<file path="config.mk">
export PLATFORM = sky130hd
export DESIGN_NAME = context_hazard_ctrl
export DESIGN_NICKNAME = d
export VERILOG_FILES = /design/src/rtl/context_hazard_ctrl_pkg.sv /design/src/rtl/context_hazard_ctrl_stage.sv /design/src/rtl/context_hazard_ctrl.sv
export SDC_FILE = /design/constraint.sdc
export NUM_CORES = 1
export LEC_CHECK = 0
export ABC_CLOCK_PERIOD_IN_PS = 4000
export BUFFER_PORTS_ARGS = -buffer_cell sky130_fd_sc_hd__buf_2
export CAP_MARGIN = 25
export CORE_ASPECT_RATIO = 1.75
export CORE_MARGIN = 1.5
export CORE_UTILIZATION = 40
export DETAILED_ROUTE_END_ITERATION = 8
export SLEW_MARGIN = 20
export SYNTH_ARGS = -nofsm -noshare
export SYNTH_HDL_FRONTEND = slang
export SYNTH_SLANG_ARGS = --single-unit
</file>
<file path="constraint.sdc">
create_clock -name clk -period 4 [get_ports clk]
set_input_delay 0.8 -clock clk [delete_from_list [all_inputs] [get_ports clk]]
set_output_delay 0.8 -clock clk [all_outputs]
set_load 0.1 [all_outputs]
</file>
<file path="src/rtl/context_hazard_ctrl_pkg.sv">
// Shared widths and defaults for the JPEG-LS context hazard controller.
// STG_W is derived from the deepest legal feedback latency.
package context_hazard_ctrl_pkg;

    localparam int Q_LENGTH_DEF   = 9;
    localparam int CONTEXT_RW_DEF = 1;
    localparam int PIPE_DEPTH_DEF = 2;
    localparam int PIPE_DEPTH_MAX = 4;
    localparam int CNT_W_DEF      = 16;

    function automatic int stg_w_of(input int depth);
        return (depth <= 2) ? 1 : $clog2(depth);
    endfunction

    localparam int STG_W_DEF = stg_w_of(PIPE_DEPTH_MAX);

endpackage

</file>
<file path="src/rtl/context_hazard_ctrl_stage.sv">
// One {valid, tag} slot of the in-flight context tag pipeline.
module ctx_tag_stage
    import context_hazard_ctrl_pkg::*;
#(
    parameter int Q_length = Q_LENGTH_DEF
) (
    input  logic                clk,
    input  logic                reset,
    input  logic                d_valid,
    input  logic [Q_length-1:0] d_tag,
    output logic                valid,
    output logic [Q_length-1:0] tag
);

    always_ff @(posedge clk or posedge reset) begin
        if (reset) begin
            valid <= 1'b0;
            tag   <= '0;
        end else begin
            valid <= d_valid;
            tag   <= d_tag;
        end
    end

endmodule

</file>
<file path="src/rtl/context_hazard_ctrl.sv">
// Context-memory read/forward/write-back controller: tracks in-flight context
// indices between issue and update return and resolves read-after-update hazards.
module context_hazard_ctrl
    import context_hazard_ctrl_pkg::*;
#(
    parameter int Q_length   = Q_LENGTH_DEF,
    parameter int Context_rw = CONTEXT_RW_DEF,
    parameter int PIPE_DEPTH = PIPE_DEPTH_DEF,
    parameter int COALESCE   = 1,
    parameter int CNT_W      = CNT_W_DEF,
    parameter int STG_W      = STG_W_DEF
) (
    input  logic                  clk,
    input  logic                  reset,
    input  logic                  start_enc,
    input  logic [Q_length-1:0]   Q,
    input  logic                  start_enc_feedback,
    input  logic [Q_length-1:0]   Q_Feedback,
    input  logic [Context_rw-1:0] determineWrite,
    output logic                  read_Context_Memory,
    output logic                  fwd_valid,
    output logic [STG_W-1:0]      fwd_stage,
    output logic [Context_rw-1:0] write_Context_Memory,
    output logic                  seq_err,
    output logic [CNT_W-1:0]      read_count,
    output logic [CNT_W-1:0]      fwd_count
);

    localparam int TAIL = PIPE_DEPTH - 1;

    logic [PIPE_DEPTH-1:0]               stg_valid;
    logic [PIPE_DEPTH-1:0][Q_length-1:0] stg_tag;
    logic [PIPE_DEPTH-1:0]               d_valid;
    logic [PIPE_DEPTH-1:0][Q_length-1:0] d_tag;

    // Stage 0 captures the current issue; every later stage takes its predecessor.
    for (genvar i = 0; i < PIPE_DEPTH; i++) begin : g_stage
        if (i == 0) begin : g_head
            assign d_valid[i] = start_enc;
            assign d_tag[i]   = Q;
        end else begin : g_body
            assign d_valid[i] = stg_valid[i-1];
            assign d_tag[i]   = stg_tag[i-1];
        end

        ctx_tag_stage #(.Q_length(Q_length)) u_stage (
            .clk     (clk),
            .reset   (reset),
            .d_valid (d_valid[i]),
            .d_tag   (d_tag[i]),
            .valid   (stg_valid[i]),
            .tag     (stg_tag[i])
        );
    end

    logic [PIPE_DEPTH-1:0] hit;
    logic [STG_W-1:0]      hit_stage;
    logic                  coalesce_hit;
    logic                  tail_valid;
    logic [Q_length-1:0]   tail_tag;

    assign tail_valid = stg_valid[TAIL];
    assign tail_tag   = stg_tag[TAIL];

    // Descending scan so the youngest matching stage wins.
    always_comb begin
        hit       = '0;
        hit_stage = '0;
        for (int i = PIPE_DEPTH - 1; i >= 0; i--) begin
            hit[i] = stg_valid[i] && (stg_tag[i] == Q);
            if (hit[i])
                hit_stage = STG_W'(i);
        end
    end

    // A younger in-flight copy of the tail's context will write it again later.
    always_comb begin
        coalesce_hit = 1'b0;
        for (int j = 0; j < TAIL; j++)
            if (stg_valid[j] && (stg_tag[j] == tail_tag))
                coalesce_hit = 1'b1;
    end

    always_comb begin
        read_Context_Memory = 1'b0;
        fwd_valid           = 1'b0;
        fwd_stage           = '0;
        if (start_enc) begin
            if (|hit) begin
                fwd_valid = 1'b1;
                fwd_stage = hit_stage;
            end else begin
                read_Context_Memory = 1'b1;
            end
        end
    end

    always_comb begin
        write_Context_Memory = '0;
        if (start_enc_feedback && tail_valid && !((COALESCE != 0) && coalesce_hit))
            write_Context_Memory = determineWrite;
    end

    always_ff @(posedge clk or posedge reset) begin
        if (reset) begin
            seq_err    <= 1'b0;
            read_count <= '0;
            fwd_count  <= '0;
        end else begin
            if (start_enc_feedback && (!tail_valid || (Q_Feedback != tail_tag)))
                seq_err <= 1'b1;
            if (read_Context_Memory && (read_count != {CNT_W{1'b1}}))
                read_count <= read_count + CNT_W'(1);
            if (fwd_valid && (fwd_count != {CNT_W{1'b1}}))
                fwd_count <= fwd_count + CNT_W'(1);
        end
    end

endmodule

</file>
==> flow_results.xml <==
<?xml version="1.0" encoding="UTF-8"?>
<metrics>
  <group name="run_status">
    <metric name="status" unit="">completed</metric>
  </group>
  <group name="global_route">
    <metric name="grt_first_pass_wirelength" unit="um">9800</metric>
    <metric name="grt_use_met2" unit="%">31.5</metric>
    <metric name="global_route.overflow_total" unit="">0</metric>
    <metric name="met1_global_route_usage" unit="%">20.3</metric>
    <metric name="number_of_global_route_vias_before_repair" unit="">2024</metric>
    <metric name="grt.met3_usage" unit="%">3.03</metric>
    <metric name="track_usage" unit="%">17.4</metric>
    <metric name="initial_antenna_violation_count" unit="">0</metric>
    <metric name="largest_net_degree_at_the_start_of_global_routing" unit="">36</metric>
    <metric name="grt_most_used_layer" unit="">met2</metric>
  </group>
  <group name="clocking">
    <metric name="clock_slew_seen_by_the_registers_of_the_worst_setup_and_hold_paths" unit="ns">0.07</metric>
    <metric name="insertion_delay" unit="ns">0.29</metric>
    <metric name="ctsResizeCount" unit="">0</metric>
    <metric name="number_of_buffers_between_clock_root_and_the_deepest_sink" unit="">2</metric>
    <metric name="clock-sinks" unit="">53</metric>
    <metric name="numCtsBuffers" unit="">5</metric>
    <metric name="ctsHtreeMaxLevel" unit="">2</metric>
    <metric name="clockRootBuffer" unit="">sky130_fd_sc_hd__clkbuf_16</metric>
    <metric name="tritoncts" unit="">yes</metric>
    <metric name="cts_setup_buffers" unit="">0</metric>
    <metric name="cts_hold_buf" unit="">0</metric>
  </group>
  <group name="flow_run">
    <metric name="maxCapViolCount" unit="">0</metric>
  </group>
  <group name="place">
    <metric name="area_after_detailed_placement" unit="mm2">0.00308</metric>
    <metric name="placement.io_buffers" unit="">59</metric>
    <metric name="detailedPlacementHpwl" unit="um">4390</metric>
    <metric name="finalWeightedCongestion" unit="">0.774</metric>
  </group>
  <group name="yosys">
    <metric name="synth_async_sr_flop_share" unit="%">100</metric>
    <metric name="ys_top_cells_by_count" unit="">sky130_fd_sc_hd__dfrtp_1, sky130_fd_sc_hd__xor2_1, sky130_fd_sc_hd__xnor2_1</metric>
    <metric name="synth.most_common_cell" unit="">sky130_fd_sc_hd__dfrtp_1</metric>
    <metric name="avgSynthCellArea" unit="um2">11.6</metric>
    <metric name="yosys-top-cells-area" unit="">sky130_fd_sc_hd__dfrtp_1, sky130_fd_sc_hd__xor2_1, sky130_fd_sc_hd__xnor2_1</metric>
    <metric name="yosys_warnings" unit="">0</metric>
    <metric name="netlist.area_leader.share" unit="%">49.4</metric>
    <metric name="ys_seq_elements" unit="">53</metric>
    <metric name="syn_inst" unit="">232</metric>
    <metric name="synth_ff_type" unit="">sky130_fd_sc_hd__dfrtp_1</metric>
    <metric name="synth_largest_area_cell" unit="">sky130_fd_sc_hd__dfrtp_1</metric>
    <metric name="netlist_area" unit="mm2">0.00268</metric>
    <metric name="number_of_synthesized_flops_with_an_enable_pin" unit="">0</metric>
    <metric name="seq_area_frac_synth" unit="%">49.4</metric>
    <metric name="synth_fp_nets" unit="">257</metric>
    <metric name="yosys.cell_types.count" unit="">40</metric>
  </group>
  <group name="critical_path">
    <metric name="worst_path_max_delay_cell" unit="">sky130_fd_sc_hd__nor4b_1</metric>
    <metric name="end_kind" unit="">primary output</metric>
    <metric name="cp_num_buf_inv" unit="">2</metric>
    <metric name="series_of_cell_instances_along_the_critical_path" unit="">buf_2, xor2_1, nor4b_1, and4_1, a41o_1, buf_2</metric>
    <metric name="crit_path_max_incr_delay" unit="ns">0.49</metric>
    <metric name="worst_ep_arrival_time" unit="ns">2.43</metric>
    <metric name="setup.worst_path.start_class" unit="">primary input</metric>
    <metric name="cpLargestDelayFamily" unit="">simple AND/OR/NAND/NOR gates</metric>
    <metric name="most_used_cell_along_the_critical_path" unit="">sky130_fd_sc_hd__buf_2</metric>
    <metric name="crit_required" unit="ns">3.20</metric>
    <metric name="crit_path_max_fanout" unit="">3</metric>
    <metric name="worst-setup-path-type" unit="">in2out</metric>
  </group>
  <group name="sta">
    <metric name="finalSetupViolCount" unit="">0</metric>
    <metric name="grt_setup_unrepaired" unit="">no</metric>
    <metric name="max_freq" unit="GHz">0.309</metric>
    <metric name="final.setup.tns" unit="ns">0</metric>
    <metric name="max_slew_headroom" unit="%">52.4</metric>
    <metric name="timing_worst_slew_pin_value" unit="ns">0.713</metric>
    <metric name="finalWorstPathRequiredPeriod" unit="ns">3.23</metric>
    <metric name="hold_ws" unit="ns">0.434</metric>
    <metric name="number_of_slew_limit_violations_in_the_final_report" unit="">0</metric>
    <metric name="fin_crit_share" unit="%">80.8</metric>
    <metric name="skew" unit="ns">0.00724</metric>
    <metric name="timing.final.hold_violations" unit="">0</metric>
  </group>
  <group name="final_layout">
    <metric name="finish.instance_area" unit="mm2">0.00327</metric>
    <metric name="post_route_cells_drive_above_1_share" unit="%">30.1</metric>
    <metric name="area.growth.synth_to_final" unit="%">21.9</metric>
    <metric name="number_of_nets_in_the_finished_design" unit="">323</metric>
    <metric name="insertedDiodeCount" unit="">0</metric>
  </group>
  <group name="floorplanning">
    <metric name="die-width" unit="um">64.9</metric>
    <metric name="core" unit="mm2">0.00649</metric>
    <metric name="die_h" unit="um">111</metric>
    <metric name="placementRows" unit="">39</metric>
    <metric name="initial_utilization" unit="%">41.3</metric>
    <metric name="die_area" unit="mm2">0.00723</metric>
    <metric name="top_level_ports" unit="">61</metric>
  </group>
  <group name="detailed_routing">
    <metric name="drt_pass1_iterations" unit="">4</metric>
    <metric name="postRouteWirelength" unit="um">5750</metric>
    <metric name="drt_first_iter_violations" unit="">77</metric>
    <metric name="drt.antenna.violating_nets" unit="">0</metric>
    <metric name="viasPerCell" unit="">5.23</metric>
    <metric name="remaining_drc_errors" unit="">0</metric>
    <metric name="drt-wirelength-per-cell" unit="um">15.1</metric>
    <metric name="vias" unit="">1992</metric>
  </group>
  <group name="power_and_ir_drop">
    <metric name="cellPowerDensity" unit="mW/mm2">513</metric>
    <metric name="p_leak" unit="nW">1.52</metric>
    <metric name="worst_ir_drop_vdd" unit="V">0.000259</metric>
  </group>
  <group name="hold_path">
    <metric name="min_path_type" unit="">reg2reg</metric>
  </group>
</metrics>
report_power, final:
group / internal, mW / switching [mW] / total (mW) / leakage [nW]
Combinational: 0.0929 / 0.384 / 0.477 / 0.760
Sequential: 0.584 / 0.0653 / 0.649 / 0.663
Clock: 0.357 / 0.194 / 0.551 / 0.0938
Total: 1.03 / 0.643 / 1.68 / 1.52
worst paths after layout:
path	startpoint	to	slack, ns	depth (start not counted)
max in group asynchronous	reset	read_count[11]$_DFFE_PP0P_	2.64	3
worst max register to register	g_stage[1].u_stage.tag[8]$_DFF_PP0_	fwd_count[1]$_DFFE_PP0P_	1.87	6
min in group asynchronous	reset	read_count[2]$_DFFE_PP0P_	0.62	2
worst max-delay path	Q[6]	fwd_valid	0.77	6
worst min register to register	g_stage[0].u_stage.tag[8]$_DFF_PP0_	g_stage[1].u_stage.tag[8]$_DFF_PP0_	0.43	0
worst min-delay path	g_stage[0].u_stage.tag[8]$_DFF_PP0_	g_stage[1].u_stage.tag[8]$_DFF_PP0_	0.43	0
area by class of cell:
| class | instances | area (um2) |
|---|---|---|
| Timing Repair Buffer | 60 | 303 |
| Sequential cell | 53 | 1330 |
| Clock inverter | 3 | 65.1 |
| Tap cell | 82 | 103 |
| Fill cell | 611 | 3220 |
| Inverter | 4 | 15.0 |
| Clock buffer | 5 | 125 |
| Multi-Input combinational cell | 174 | 1330 |
cell families after synthesis:
family          count (synthesis)  synth area share, %
fa+ha+maj                       2                0.933
compound gates                 10                 3.73
mux                             3                 1.26
buf+inv                         5                0.839
xor+xnor                       65                 21.2
flops                          53                 49.4
other cells                     1                0.140
simple gates                   93                 22.4
worst reg2reg max path, stage by stage (launching register included):
cell                       delay (ns)
sky130_fd_sc_hd__dfrtp_1         0.44
sky130_fd_sc_hd__xor2_1          0.20
sky130_fd_sc_hd__nor4_1          0.46
sky130_fd_sc_hd__nand2_1         0.19
sky130_fd_sc_hd__o22ai_4         0.27
sky130_fd_sc_hd__nand2b_1        0.14
sky130_fd_sc_hd__mux2_1          0.32
cell usage in the layout, fill, tap and decap left out, types with 2 or more instances in the layout:
cell and count:
sky130_fd_sc_hd__nand4_1 17, sky130_fd_sc_hd__nand4b_1 2, sky130_fd_sc_hd__mux2_1 2, sky130_fd_sc_hd__dfrtp_1 53, sky130_fd_sc_hd__nand3_1 14, sky130_fd_sc_hd__nor4b_1 2, sky130_fd_sc_hd__clkbuf_16 5, sky130_fd_sc_hd__bufinv_16 2
sky130_fd_sc_hd__xor2_1 45, sky130_fd_sc_hd__nor2_1 12, sky130_fd_sc_hd__nor3_2 5, sky130_fd_sc_hd__inv_1 3, sky130_fd_sc_hd__xnor2_1 20, sky130_fd_sc_hd__buf_2 59, sky130_fd_sc_hd__nand2_1 9, sky130_fd_sc_hd__and4_1 3
sky130_fd_sc_hd__a21oi_1 2, sky130_fd_sc_hd__nand3_2 3, sky130_fd_sc_hd__ha_1 2, sky130_fd_sc_hd__nor3_1 8, sky130_fd_sc_hd__nor4_1 7
metrics by stage:
stage / power [mW] / cells / util, % / worst slack (ns)
after floorplan: 1.04 / 232 / - / 0.795
after global placement: 1.14 / 373 / 47.5 / 0.811
after detailed placement: 1.14 / 373 / 47.5 / 0.754
after CTS: 1.70 / 381 / 50.4 / 0.750
after global routing: 1.75 / 381 / 50.4 / 0.620
final: 1.68 / 381 / 50.4 / 0.767
routing by layer:
layer  up-vias  part of all wire [%]
li1        960                     -
met1       982                    41
met3         8                   3.0
met4         0                   1.7
met2        42                    54
met5         -                     0
sequential cells by signal (all words and copies together) (netlist names):
signal / cells
g_stage.u_stage.tag: 18
fwd_count: 16
read_count: 16
g_stage.u_stage.valid: 2
seq_err: 1
No activity file was read; power rests on OpenSTA's default activity.
